$ cat config.mk
export PLATFORM = sky130hd
export DESIGN_NAME = i2c_ack_monitor
export DESIGN_NICKNAME = d
export VERILOG_FILES = /design/src/rtl/ak4619_i2c_pkg.sv /design/src/rtl/i2c_ack_monitor_bit_sync.sv /design/src/rtl/i2c_ack_monitor.sv
export SDC_FILE = /design/constraint.sdc
export NUM_CORES = 1
export LEC_CHECK = 0
export ABC_CLOCK_PERIOD_IN_PS = 2200
export BUFFER_PORTS_ARGS = -buffer_cell sky130_fd_sc_hd__buf_2
export CAP_MARGIN = 20
export CORE_ASPECT_RATIO = 2
export CORE_MARGIN = 1.5
export CORE_UTILIZATION = 49
export CTS_CLUSTER_SIZE = 16
export DETAILED_ROUTE_END_ITERATION = 7
export PLACE_DENSITY = 0.74
export SETUP_SLACK_MARGIN = 0.4
export SYNTH_ARGS = -nofsm -noshare
export SYNTH_HDL_FRONTEND = slang
export SYNTH_SLANG_ARGS = --single-unit
$ cat constraint.sdc
create_clock -name clk -period 2.2 [get_ports clk]
set_clock_uncertainty 0.1 [all_clocks]
set_input_delay 0.22 -clock clk [delete_from_list [all_inputs] [get_ports clk]]
set_output_delay 0.22 -clock clk [all_outputs]
set_load 0.03 [all_outputs]
$ cat src/rtl/ak4619_i2c_pkg.sv
// Shared types and constants for the AK4619 I2C init path and its bus monitor.
package ak4619_i2c_pkg;

  typedef enum logic {
    IDLE,
    ACTIVE
  } i2cmon_state_t;

  localparam logic [3:0] I2C_ACK_BIT  = 4'd8;
  localparam logic [7:0] NACK_CNT_MAX = 8'hFF;

endpackage

$ cat src/rtl/i2c_ack_monitor_bit_sync.sv
// N-flop single-bit synchronizer / delay line with a configurable reset value.
module bit_sync #(
  parameter int unsigned STAGES  = 2,
  parameter logic        RST_VAL = 1'b1
) (
  input  logic clk,
  input  logic rst,
  input  logic d,
  output logic q
);

  logic [STAGES-1:0] sync_q;
  logic [STAGES-1:0] sync_d;

  always_comb begin
    sync_d = {sync_q[STAGES-2:0], d};
  end

  always_ff @(posedge clk) begin
    if (rst) sync_q <= {STAGES{RST_VAL}};
    else     sync_q <= sync_d;
  end

  assign q = sync_q[STAGES-1];

endmodule

$ cat src/rtl/i2c_ack_monitor.sv
// Open-drain pad stage plus SDA/SCL bus monitor: decodes START/STOP, bytes and
// the slave ACK bit, and reports whether each write transaction completed cleanly.
module i2c_ack_monitor
  import ak4619_i2c_pkg::*;
#(
  parameter logic [15:0] N_BYTES     = 16'h17,
  parameter int unsigned SYNC_STAGES = 2
) (
  input  logic        clk,
  input  logic        rst,
  input  logic        scl_in,
  input  logic        sda_drv,
  input  logic        sda_pin_in,
  output logic        scl_oe,
  output logic        sda_oe,
  output logic        start_det,
  output logic        stop_det,
  output logic        ack_ok,
  output logic        nack,
  output logic        txn_done,
  output logic        txn_ok,
  output logic        busy,
  output logic [7:0]  last_byte,
  output logic [15:0] byte_count,
  output logic [7:0]  nack_count
);

  assign scl_oe = ~scl_in & ~rst;
  assign sda_oe = ~sda_drv & ~rst;

  logic scl_s, sda_s;

  bit_sync #(.STAGES(SYNC_STAGES), .RST_VAL(1'b1)) u_sda_sync (
    .clk(clk), .rst(rst), .d(sda_pin_in), .q(sda_s)
  );

  bit_sync #(.STAGES(SYNC_STAGES), .RST_VAL(1'b1)) u_scl_dly (
    .clk(clk), .rst(rst), .d(scl_in), .q(scl_s)
  );

  logic scl_p_q, sda_p_q;
  logic start_ev, stop_ev, rise_ev;
  logic start_ev_q, stop_ev_q, rise_ev_q;

  assign start_ev = scl_s & scl_p_q & sda_p_q & ~sda_s;
  assign stop_ev  = scl_s & scl_p_q & ~sda_p_q & sda_s;
  assign rise_ev  = scl_s & ~scl_p_q;

  // Events are registered once before the FSM; sda_p_q then holds the SDA value
  // that was present when the registered event was decoded.
  always_ff @(posedge clk) begin
    if (rst) begin
      scl_p_q    <= 1'b1;
      sda_p_q    <= 1'b1;
      start_ev_q <= 1'b0;
      stop_ev_q  <= 1'b0;
      rise_ev_q  <= 1'b0;
    end else begin
      scl_p_q    <= scl_s;
      sda_p_q    <= sda_s;
      start_ev_q <= start_ev;
      stop_ev_q  <= stop_ev;
      rise_ev_q  <= rise_ev;
    end
  end

  i2cmon_state_t state_q, state_d;
  logic [3:0]  bit_cnt_q, bit_cnt_d;
  logic [7:0]  shreg_q, shreg_d;
  logic [7:0]  last_byte_q, last_byte_d;
  logic [15:0] byte_count_q, byte_count_d;
  logic [7:0]  nack_count_q, nack_count_d;
  logic        txn_nack_q, txn_nack_d;
  logic        txn_ok_q, txn_ok_d;
  logic        start_det_q, start_det_d;
  logic        stop_det_q, stop_det_d;
  logic        ack_ok_q, ack_ok_d;
  logic        nack_q, nack_d;
  logic        txn_done_q, txn_done_d;

  always_comb begin
    state_d      = state_q;
    bit_cnt_d    = bit_cnt_q;
    shreg_d      = shreg_q;
    last_byte_d  = last_byte_q;
    byte_count_d = byte_count_q;
    nack_count_d = nack_count_q;
    txn_nack_d   = txn_nack_q;
    txn_ok_d     = txn_ok_q;
    start_det_d  = 1'b0;
    stop_det_d   = 1'b0;
    ack_ok_d     = 1'b0;
    nack_d       = 1'b0;
    txn_done_d   = 1'b0;
    unique case (state_q)
      IDLE: begin
        if (start_ev_q) begin
          state_d      = ACTIVE;
          bit_cnt_d    = '0;
          byte_count_d = '0;
          txn_nack_d   = 1'b0;
          start_det_d  = 1'b1;
        end else if (stop_ev_q) begin
          stop_det_d = 1'b1;
        end
      end
      ACTIVE: begin
        if (start_ev_q) begin
          bit_cnt_d   = '0;
          start_det_d = 1'b1;
        end else if (stop_ev_q) begin
          state_d    = IDLE;
          stop_det_d = 1'b1;
          txn_done_d = 1'b1;
          txn_ok_d   = ~txn_nack_q & (byte_count_q == N_BYTES) & (bit_cnt_q == '0);
        end else if (rise_ev_q) begin
          if (bit_cnt_q < I2C_ACK_BIT) begin
            shreg_d   = {shreg_q[6:0], sda_p_q};
            bit_cnt_d = bit_cnt_q + 4'd1;
          end else begin
            last_byte_d  = shreg_q;
            byte_count_d = byte_count_q + 16'd1;
            bit_cnt_d    = '0;
            if (sda_p_q) begin
              nack_d     = 1'b1;
              txn_nack_d = 1'b1;
              if (nack_count_q != NACK_CNT_MAX) nack_count_d = nack_count_q + 8'd1;
            end else begin
              ack_ok_d = 1'b1;
            end
          end
        end
      end
      default: state_d = IDLE;
    endcase
  end

  always_ff @(posedge clk) begin
    if (rst) begin
      state_q      <= IDLE;
      bit_cnt_q    <= '0;
      shreg_q      <= '0;
      last_byte_q  <= '0;
      byte_count_q <= '0;
      nack_count_q <= '0;
      txn_nack_q   <= 1'b0;
      txn_ok_q     <= 1'b0;
      start_det_q  <= 1'b0;
      stop_det_q   <= 1'b0;
      ack_ok_q     <= 1'b0;
      nack_q       <= 1'b0;
      txn_done_q   <= 1'b0;
    end else begin
      state_q      <= state_d;
      bit_cnt_q    <= bit_cnt_d;
      shreg_q      <= shreg_d;
      last_byte_q  <= last_byte_d;
      byte_count_q <= byte_count_d;
      nack_count_q <= nack_count_d;
      txn_nack_q   <= txn_nack_d;
      txn_ok_q     <= txn_ok_d;
      start_det_q  <= start_det_d;
      stop_det_q   <= stop_det_d;
      ack_ok_q     <= ack_ok_d;
      nack_q       <= nack_d;
      txn_done_q   <= txn_done_d;
    end
  end

  assign start_det  = start_det_q;
  assign stop_det   = stop_det_q;
  assign ack_ok     = ack_ok_q;
  assign nack       = nack_q;
  assign txn_done   = txn_done_q;
  assign txn_ok     = txn_ok_q;
  assign busy       = (state_q == ACTIVE);
  assign last_byte  = last_byte_q;
  assign byte_count = byte_count_q;
  assign nack_count = nack_count_q;

endmodule

==> out/metrics.cfg, run 1 <==
[yosys]
ys_ff_latch=61
synth_area_leaders=dfxtp_1 (48%), a21oi_1 (4.7%), mux2i_1 (4.3%)
syn-cell-area_um2=2570
yosys.area.top_type=dfxtp_1
synth.top_cell.area_share_pct=47.6
yosysWarnings=0
syn_nets=293
seq_area_frac_synth_pct=47.6
syn_inst=281
syn_area_per_cell_um2=9.14
synth_cell_type_count=44

[timing]
tightestPinTransition_ns=0.463
maxSlewViolCount=0
slew_headroom_pct=69.1
timing.final.crit_share_pct=83.1
hold_violations=0
rsz0062_at_grt=true
final-setup-viol-count=0
min_period_ns=1.83
max_freq_mhz=547
fin_setup_tns_ns=0

[die]
die_x_um=54.2
dieArea_um2=5710
num_io_pins=46
initial_utilization_pct=50.4
core_area_um2=5090
die_h_um=105
rows=37

[worst_setup_path]
critPathCaptureType=flop
path_class=flop to flop
start_kind=flop
critPathRequiredTime_ns=2.37
worst_ep_arrival_time_ns=2.00
cp_max_fo=8

[clock_network]
clock-root-buffer=clkbuf_8
worstSkewPairLatency_ns=0.33
cts_tree=done
cts.sinks=61
cts_buffer_depth=2
clkTransAtPathRegs_ns=0.06
htree_levels=3
numCtsBuffers=9

[routing]
wl_mm=6.14
drc=0
detail_route.wl_per_cell_um=15.2
drt_pass1_iterations=4
drt.antenna.violating_nets=0
num_vias=2276
drt_iter0_drc=58
vias_per_cell=5.62

[final_layout]
final_cells=405
drive_gt1_share_pct=31.7
nNetsFinal=355
diodes=0
syn_to_final_growth_pct=27.9

[global_routing]
antenna_found_initial=0
grt_pass1_wl_mm=9.49
grt_use_total_pct=22.5
grt-ovfl-total=0
grt_pass1_vias=2183
grt_max_degree=28

[worst_hold_path]
hold_path.class=input pin to flop

[placement]
place_congestion=0.783
io_buffer_count=45
post-place-cells=376
dpl.hpwl_mm=4.04

[status]
run_status=complete, no violations

[power]
power.density_nw_per_um2=650
vdd_ir_drop_max_mv=0.506
cellLeakagePower_nw=1.35

[job]
cap_viol_max_count=0

## report_power, final
| group | switching, mW | internal (mW) | leakage [nW] |
|---|---|---|---|
| Sequential | 0.00743 | 1.11 | 0.496 |
| Combinational | 0.0490 | 0.0348 | 0.761 |
| Clock | 0.399 | 0.535 | 0.0950 |
## per-layer routing
metal	part of all wire [%]	routed length, µm	GRT usage [%]
met1	38	2360	22.3
met2	55	3390	40.4
met3	4.2	259	6.23
met4	2.2	132	10.0
met5	0	0	0
## kinds of logic (layout without fill, tap and decap cells)
kind of cell               count (synthesis)  after routing  synth area share, %
muxes                                     11             11                 4.29
AOI/OAI and AO/OA                         52             52                 12.8
xor gates and xnor gates                  10             10                 3.41
and+or+nand+nor                          117            117                 24.8
adders and majority gates                  7              7                 3.41
buffers and inverters                     23             89                 3.80
DFF                                       61             61                 47.6
## worst paths after layout
check / from / to / slack (ns) / cells after the start
min reg2reg: u_sda_sync.sync_q[0]$_SDFF_PP1_ / u_sda_sync.sync_q[1]$_SDFF_PP1_ / 0.31 / 1
max reg2reg: busy$_SDFF_PP0_ / byte_count[13]$_SDFFE_PP0P_ / 0.37 / 6
max: busy$_SDFF_PP0_ / byte_count[13]$_SDFFE_PP0P_ / 0.37 / 6
min: rst / byte_count[6]$_SDFFE_PP0P_ / 0.12 / 3
## repair_timing
item	CTS	global route
pin swaps	5	3
resized for setup	10	19
hold endpoints to repair	2	0
hold buffers	2	0
buffers inserted	7	5
endpoints found under the setup margin	14	22
## worst max-delay path, stage by stage (launching register included)
cell	delay, ns
dfxtp_4	0.40
inv_6	0.04
ha_4	0.16
and4bb_2	0.33
o211ai_4	0.13
or4_4	0.50
a21oi_2	0.11
## cell usage after synthesis (all sizes together)
| library cell | n |
|---|---|
| clkbuf | 9 |
| nor3 | 3 |
| nor4b | 1 |
| a21oi | 24 |
| xor2 | 5 |
| nand4bb | 1 |
| and3 | 3 |
| nand2b | 4 |
| nor3b | 3 |
| or2 | 8 |
| or4 | 8 |
| o2111ai | 2 |
| ha | 7 |
| or3 | 5 |
| xnor2 | 5 |
| and4 | 2 |
| a211oi | 5 |
| o21ai | 5 |
| a21boi | 2 |
| nand4 | 6 |
| a31oi | 1 |
| nand3 | 8 |
| o211a | 1 |
| mux2i | 11 |
| dfxtp | 61 |
| o31ai | 6 |
| a2111oi | 1 |
| a21o | 1 |
| inv | 10 |
| and4bb | 1 |
| and3b | 1 |
| nor2b | 1 |
| nand2 | 26 |
| nand3b | 2 |
| o211ai | 4 |
| buf | 4 |
| nor2 | 25 |
| nor4 | 5 |
| nand4b | 1 |
| and2 | 2 |
| and4b | 1 |
## sequential cells by signal, indices dropped and copies added (netlist names), 2 cells and up
register	cells
u_sda_sync.sync_q	2
nack_count	8
shreg_q	8
byte_count	16
bit_cnt_q	4
last_byte	8
u_scl_dly.sync_q	2
## through the flow
stage	hold WS [ns]	setup slack [ns]	power, mW	instance area, µm²	util (%)
2_1_floorplan	0.224	0.177	1.20	2610	-
3_3_place_gp	0.293	0.236	1.22	2880	56.6
3_5_place_dp	0.296	0.162	1.22	2880	56.6
4_1_cts	0.187	0.380	2.16	3170	62.3
5_1_grt	0.130	0.267	2.22	3280	64.5
6_report	0.124	0.373	2.13	3280	64.5
## cell usage in the layout (no fill, tap or decap), types with 6 or more instances in the layout
| master | n |
|---|---|
| nor2_1 | 25 |
| buf_2 | 45 |
| inv_1 | 8 |
| buf_4 | 15 |
| a21oi_1 | 19 |
| or2_2 | 7 |
| nand3_1 | 8 |
| nand2_1 | 26 |
| nand4_1 | 6 |
| mux2i_1 | 11 |
| dfxtp_1 | 57 |
| clkbuf_8 | 11 |
## area by class of cell
type	count	area [µm²]
fillers	465	1810
multi-input cells	197	1370
flip-flops and latches	61	1230
repair buffers	64	380
clock buffers	15	188
well taps	58	72.6
inverters	10	42.5
(Power assumes the default switching activity.)
==> inputs of run 2 (changes only) <==
- ABC_CLOCK_PERIOD_IN_PS: 2200 -> 1600
- clock period: 2.2 -> 1.6 ns (I/O delays scaled with it)
==> out/metrics.cfg, run 2 (synthesis gave the netlist of run 1 again) <==
[clock_network]
clock-root-buffer=clkbuf_8
cts_buffer_depth=2
worstSkewPairLatency_ns=0.36
cts.sinks=61
clkTransAtPathRegs_ns=0.07
htree_levels=3
numCtsBuffers=9
cts_tree=done

[worst_hold_path]
hold_path.class=input pin to flop

[timing]
max_freq_mhz=489
min_period_ns=2.05
layout_setup_ws_ns=-0.446
maxSlewViolCount=0
fin_setup_tns_ns=-5.38
hold_violations=0
timing.final.crit_share_pct=128
tightestPinTransition_ns=0.386
slew_headroom_pct=74.1
rsz0062_at_grt=true
final-setup-viol-count=45

[routing]
detail_route.wl_per_cell_um=20.9
vias_per_cell=6.04
drt_pass1_iterations=4
drc=0
drt_iter0_drc=128
wl_mm=9.55
num_vias=2760
drt.antenna.violating_nets=0

[global_routing]
antenna_found_initial=0
grt_pass1_vias=2636
grt-ovfl-total=0
grt_pass1_wl_mm=12.2
grt_use_total_pct=30.0
grt_max_degree=34

[worst_setup_path]
start_kind=flop
path_class=flop to flop
cp_max_fo=6
worst_ep_arrival_time_ns=2.18
critPathCaptureType=flop
critPathRequiredTime_ns=1.73

[final_layout]
syn_to_final_growth_pct=68.2
largest_register_ffs=16
multiInputGateArea_um2=1720
final_common_cell=buf_4
nNetsFinal=407
diodes=0
layout_common_cells=buf_4 (49), buf_6 (38), dfxtp_1 (34)
ff_latch_area_um2=1280
drive_gt1_share_pct=59.9
num-fill-cells=248
fin_util_pct=84.8

[status]
violations=negative setup slack
run_status=finished, violations left

[power]
vdd_ir_drop_max_mv=0.905
p_total_mw=3.11
cellLeakagePower_nw=1.83
power.density_nw_per_um2=720

[die]
die_h_um=105
core_area_um2=5090
initial_utilization_pct=50.4
num_io_pins=46
rows=37
die_x_um=54.2
dieArea_um2=5710

[placement]
place_congestion=0.784
dpl.hpwl_mm=4.64
io_buffer_count=45

[job]
cap_viol_max_count=0

-- run 2: area by class of cell --
type / instances / area share [%]
clock inverter: 2 / 0.811
multi-input combinational: 197 / 39.9
tap: 58 / 1.68
timing repair buffer: 116 / 23.2
inverter: 10 / 1.04
clock buffer: 13 / 3.68
sequential: 61 / 29.6
-- run 2: final timing paths --
check / depth (start not counted) / slack, ns / start / end
worst max-delay path: 7 / -0.45 / start_ev_q$_SDFF_PP0_ / byte_count[11]$_SDFFE_PP0P_
worst max register to register: 7 / -0.45 / start_ev_q$_SDFF_PP0_ / byte_count[11]$_SDFFE_PP0P_
worst min-delay path: 3 / 0.04 / rst / nack_count[7]$_SDFFE_PP0P_
worst min register to register: 1 / 0.32 / u_scl_dly.sync_q[0]$_SDFF_PP1_ / u_scl_dly.sync_q[1]$_SDFF_PP1_
-- run 2: timing repair --
item	CTS	global route
resized for setup	98	91
pin swaps	15	27
gates cloned	0	0
buffers inserted	11	13
hold endpoints to repair	2	0
hold buffers	2	0
endpoints found under the setup margin	67	70
-- run 2: power breakdown --
part	total (mW)	switching [mW]	internal [mW]
sequential	1.52	0.0107	1.51
clock	1.40	0.606	0.795
combinational	0.185	0.0989	0.0857
total	3.11	0.716	2.39
-- run 2: critical path: stages (launching register included) --
cell and delay (ns):
dfxtp_2 0.39, inv_4 0.07, ha_4 0.16, and4bb_2 0.33, o211ai_4 0.12, buf_4 0.17
or3_1 0.31, a21oi_1 0.28
-- run 2: through the flow --
stage / cell area (µm²) / setup WS (ns) / cells / hold WS, ns
6_report: 4320 / -0.446 / 457 / 0.0424
5_1_grt: 4320 / -0.511 / 457 / 0.0494
3_5_place_dp: 3220 / -0.270 / 416 / 0.252
4_1_cts: 3880 / -0.197 / 444 / 0.0536
3_3_place_gp: 3220 / -0.217 / 416 / 0.251
2_1_floorplan: 2680 / -0.423 / 281 / 0.164
-- run 2: routing by layer --
| layer | vias up | GRT usage, % | share of wire, % |
|---|---|---|---|
| met3 | 54 | 11.9 | 6.6 |
| met1 | 1328 | 26.8 | 32 |
| met4 | 0 | 18.9 | 6.2 |
| met5 | - | 0 | 0 |
| li1 | 1231 | - | - |
| met2 | 147 | 51.6 | 55 |
==> inputs of run 3 (changes only) <==
- SYNTH_HIERARCHICAL: default -> 1
==> out/metrics.cfg, run 3 <==
[status]
run_status=finished, violations left
violations=negative setup slack

[worst_setup_path]
start_kind=flop
reg2reg_depth=6
critPathRequiredTime_ns=1.78
path_class=flop to flop
critPathCaptureType=flop
regToRegSetupSlack_ns=-0.48
cp_max_fo=5
worst_ep_arrival_time_ns=2.26

[final_layout]
final_common_cell=buf_4
layout_common_cells=buf_4 (56), buf_6 (54), dfxtp_1 (35)
syn_to_final_growth_pct=72.4
diodes=0
design_area_um2=4460
nNetsFinal=435
largest_register_ffs=16
drive_gt1_share_pct=53.7

[timing]
layout_setup_ws_ns=-0.478
timing.final.crit_share_pct=130
slew_headroom_pct=64.0
hold_violations=0
final-setup-viol-count=37
hold_slack_ns=0.0625
rsz0062_at_grt=true
maxSlewViolCount=0
max_freq_mhz=481
tightestPinTransition_ns=0.538
min_period_ns=2.08
fin_setup_tns_ns=-8.50

[clock_network]
worstSkewPairLatency_ns=0.35
cts.sinks=61
clkTransAtPathRegs_ns=0.07
cts_buffer_depth=2
htree_levels=3
numCtsBuffers=9
clock-root-buffer=clkbuf_8
cts_tree=done

[routing]
num_vias=2913
vias_per_cell=5.99
drt_iter0_drc=126
detail_route.wl_per_cell_um=20.7
drc=0
drt_pass1_iterations=5
drt.antenna.violating_nets=0
wl_mm=10.0

[placement]
io_buffer_count=45
dpl.hpwl_mm=5.06
place_congestion=0.764
pre_cts_ws_ns=-0.446
dpl_cell_area_um2=3350

[die]
die_h_um=106
die_x_um=54.4
initial_utilization_pct=50.8
num_io_pins=46
dieArea_um2=5750
core_area_um2=5090
rows=37

[yosys]
syn_inst=286
async_flop_share_pct=0
synth.most_common_cell=dfxtp_1
yosys-top-cells-count=dfxtp_1 (61), nand2_1 (29), a21oi_1 (24), nor2_1 (24)
seq_area_frac_synth_pct=47.2
synth_area_leaders=dfxtp_1 (47%), a21oi_1 (4.6%), mux2i_1 (4.3%)
syn-cell-area_um2=2580
synth-main-ff-cell=dfxtp_1
synth_edf_count=0
syn_nets=298
yosysWarnings=6
synth.top_cell.area_share_pct=47.2
syn_area_per_cell_um2=9.04
synth_cell_type_count=45
ys_ff_latch=61
yosys.area.top_type=dfxtp_1

[power]
vdd_ir_drop_max_mv=1.09
p_seq_share_pct=45.4
clockPowerShare_pct=48.7
power.density_nw_per_um2=756
cellLeakagePower_nw=1.83
p_switching_uw=742
swShare_pct=22.0
p_int_mw=2.63
p_comb_share_pct=5.9
p_total_mw=3.37

[job]
cap_viol_max_count=0

[global_routing]
grt_pass1_vias=2940
grt_pass1_wl_mm=14.0
grt_max_degree=35
antenna_found_initial=0
grt-ovfl-total=0
grt_use_total_pct=34.7

[worst_hold_path]
hold_path.class=input pin to flop
holdPathStages=2

## run 3: layer usage
layer / vias to the layer above / share of wire (%) / GRT usage [%]
li1: 1295 / - / -
met1: 1422 / 30 / 28.9
met2: 126 / 56 / 60.5
met3: 70 / 4.3 / 10.3
met4: 0 / 8.9 / 28.6
met5: - / 0 / 0
## run 3: metrics by stage
stage | util [%] | std cells
4_1_cts | 82.6 | 473
2_1_floorplan | - | 286
3_3_place_gp | 65.8 | 436
3_5_place_dp | 65.8 | 436
5_1_grt | 87.5 | 486
6_report | 87.5 | 486
## run 3: worst max-delay path: stages (launching register included)
cell and delay [ns]:
dfxtp_4 0.38, inv_4 0.05, ha_4 0.15, or3b_4 0.43, a211oi_2 0.26, or4b_1 0.50, a21oi_1 0.14
## run 3: cells by family after synthesis
kind of cell / after synthesis / share of synthesized area, %
DFF: 61 / 47.2
xor gates and xnor gates: 10 / 3.39
and+or+nand+nor: 121 / 24.9
AOI/OAI and AO/OA: 53 / 13.3
adders and majority gates: 7 / 3.39
buffers and inverters: 23 / 3.48
muxes: 11 / 4.26
## run 3: power groups by stage
stage                     logic [mW]  registers, mW  clock network [mW]
final                          0.200           1.53                1.64
after global placement         0.131           1.57                   0
after global routing           0.210           1.53                1.71
after CTS                      0.177           1.53                1.65
after floorplan               0.0792           1.57                   0
after detailed placement       0.134           1.57                   0
## run 3: cell type report
cell class,instances,area (µm²)
multi-input cells,202,1590
flip-flops and latches,61,1270
repair buffers,138,1240
well taps,58,72.6
clock inverters,5,80.1
fillers,220,636
inverters,11,46.3
clock buffers,11,163
## run 3: path summary, 6_finish.rpt
check                                      start                        endpoint
setup / recovery                 busy$_SDFF_PP0_     byte_count[14]$_SDFFE_PP0P_
setup reg to reg                 busy$_SDFF_PP0_     byte_count[14]$_SDFFE_PP0P_
hold / removal                               rst             txn_ok$_SDFFE_PP0P_
hold reg to reg   u_scl_dly/sync_q[0]$_SDFF_PP1_  u_scl_dly/sync_q[1]$_SDFF_PP1_
## run 3: what timing repair did
| action | CTS | global route |
|---|---|---|
| hold buffers | 2 | 0 |
| setup endpoints to repair | 72 | 68 |
| pin swaps | 21 | 19 |
| cloned | 0 | 0 |
| gates resized for setup | 127 | 42 |
| hold endpoints to repair | 2 | 0 |
| buffers inserted | 19 | 13 |
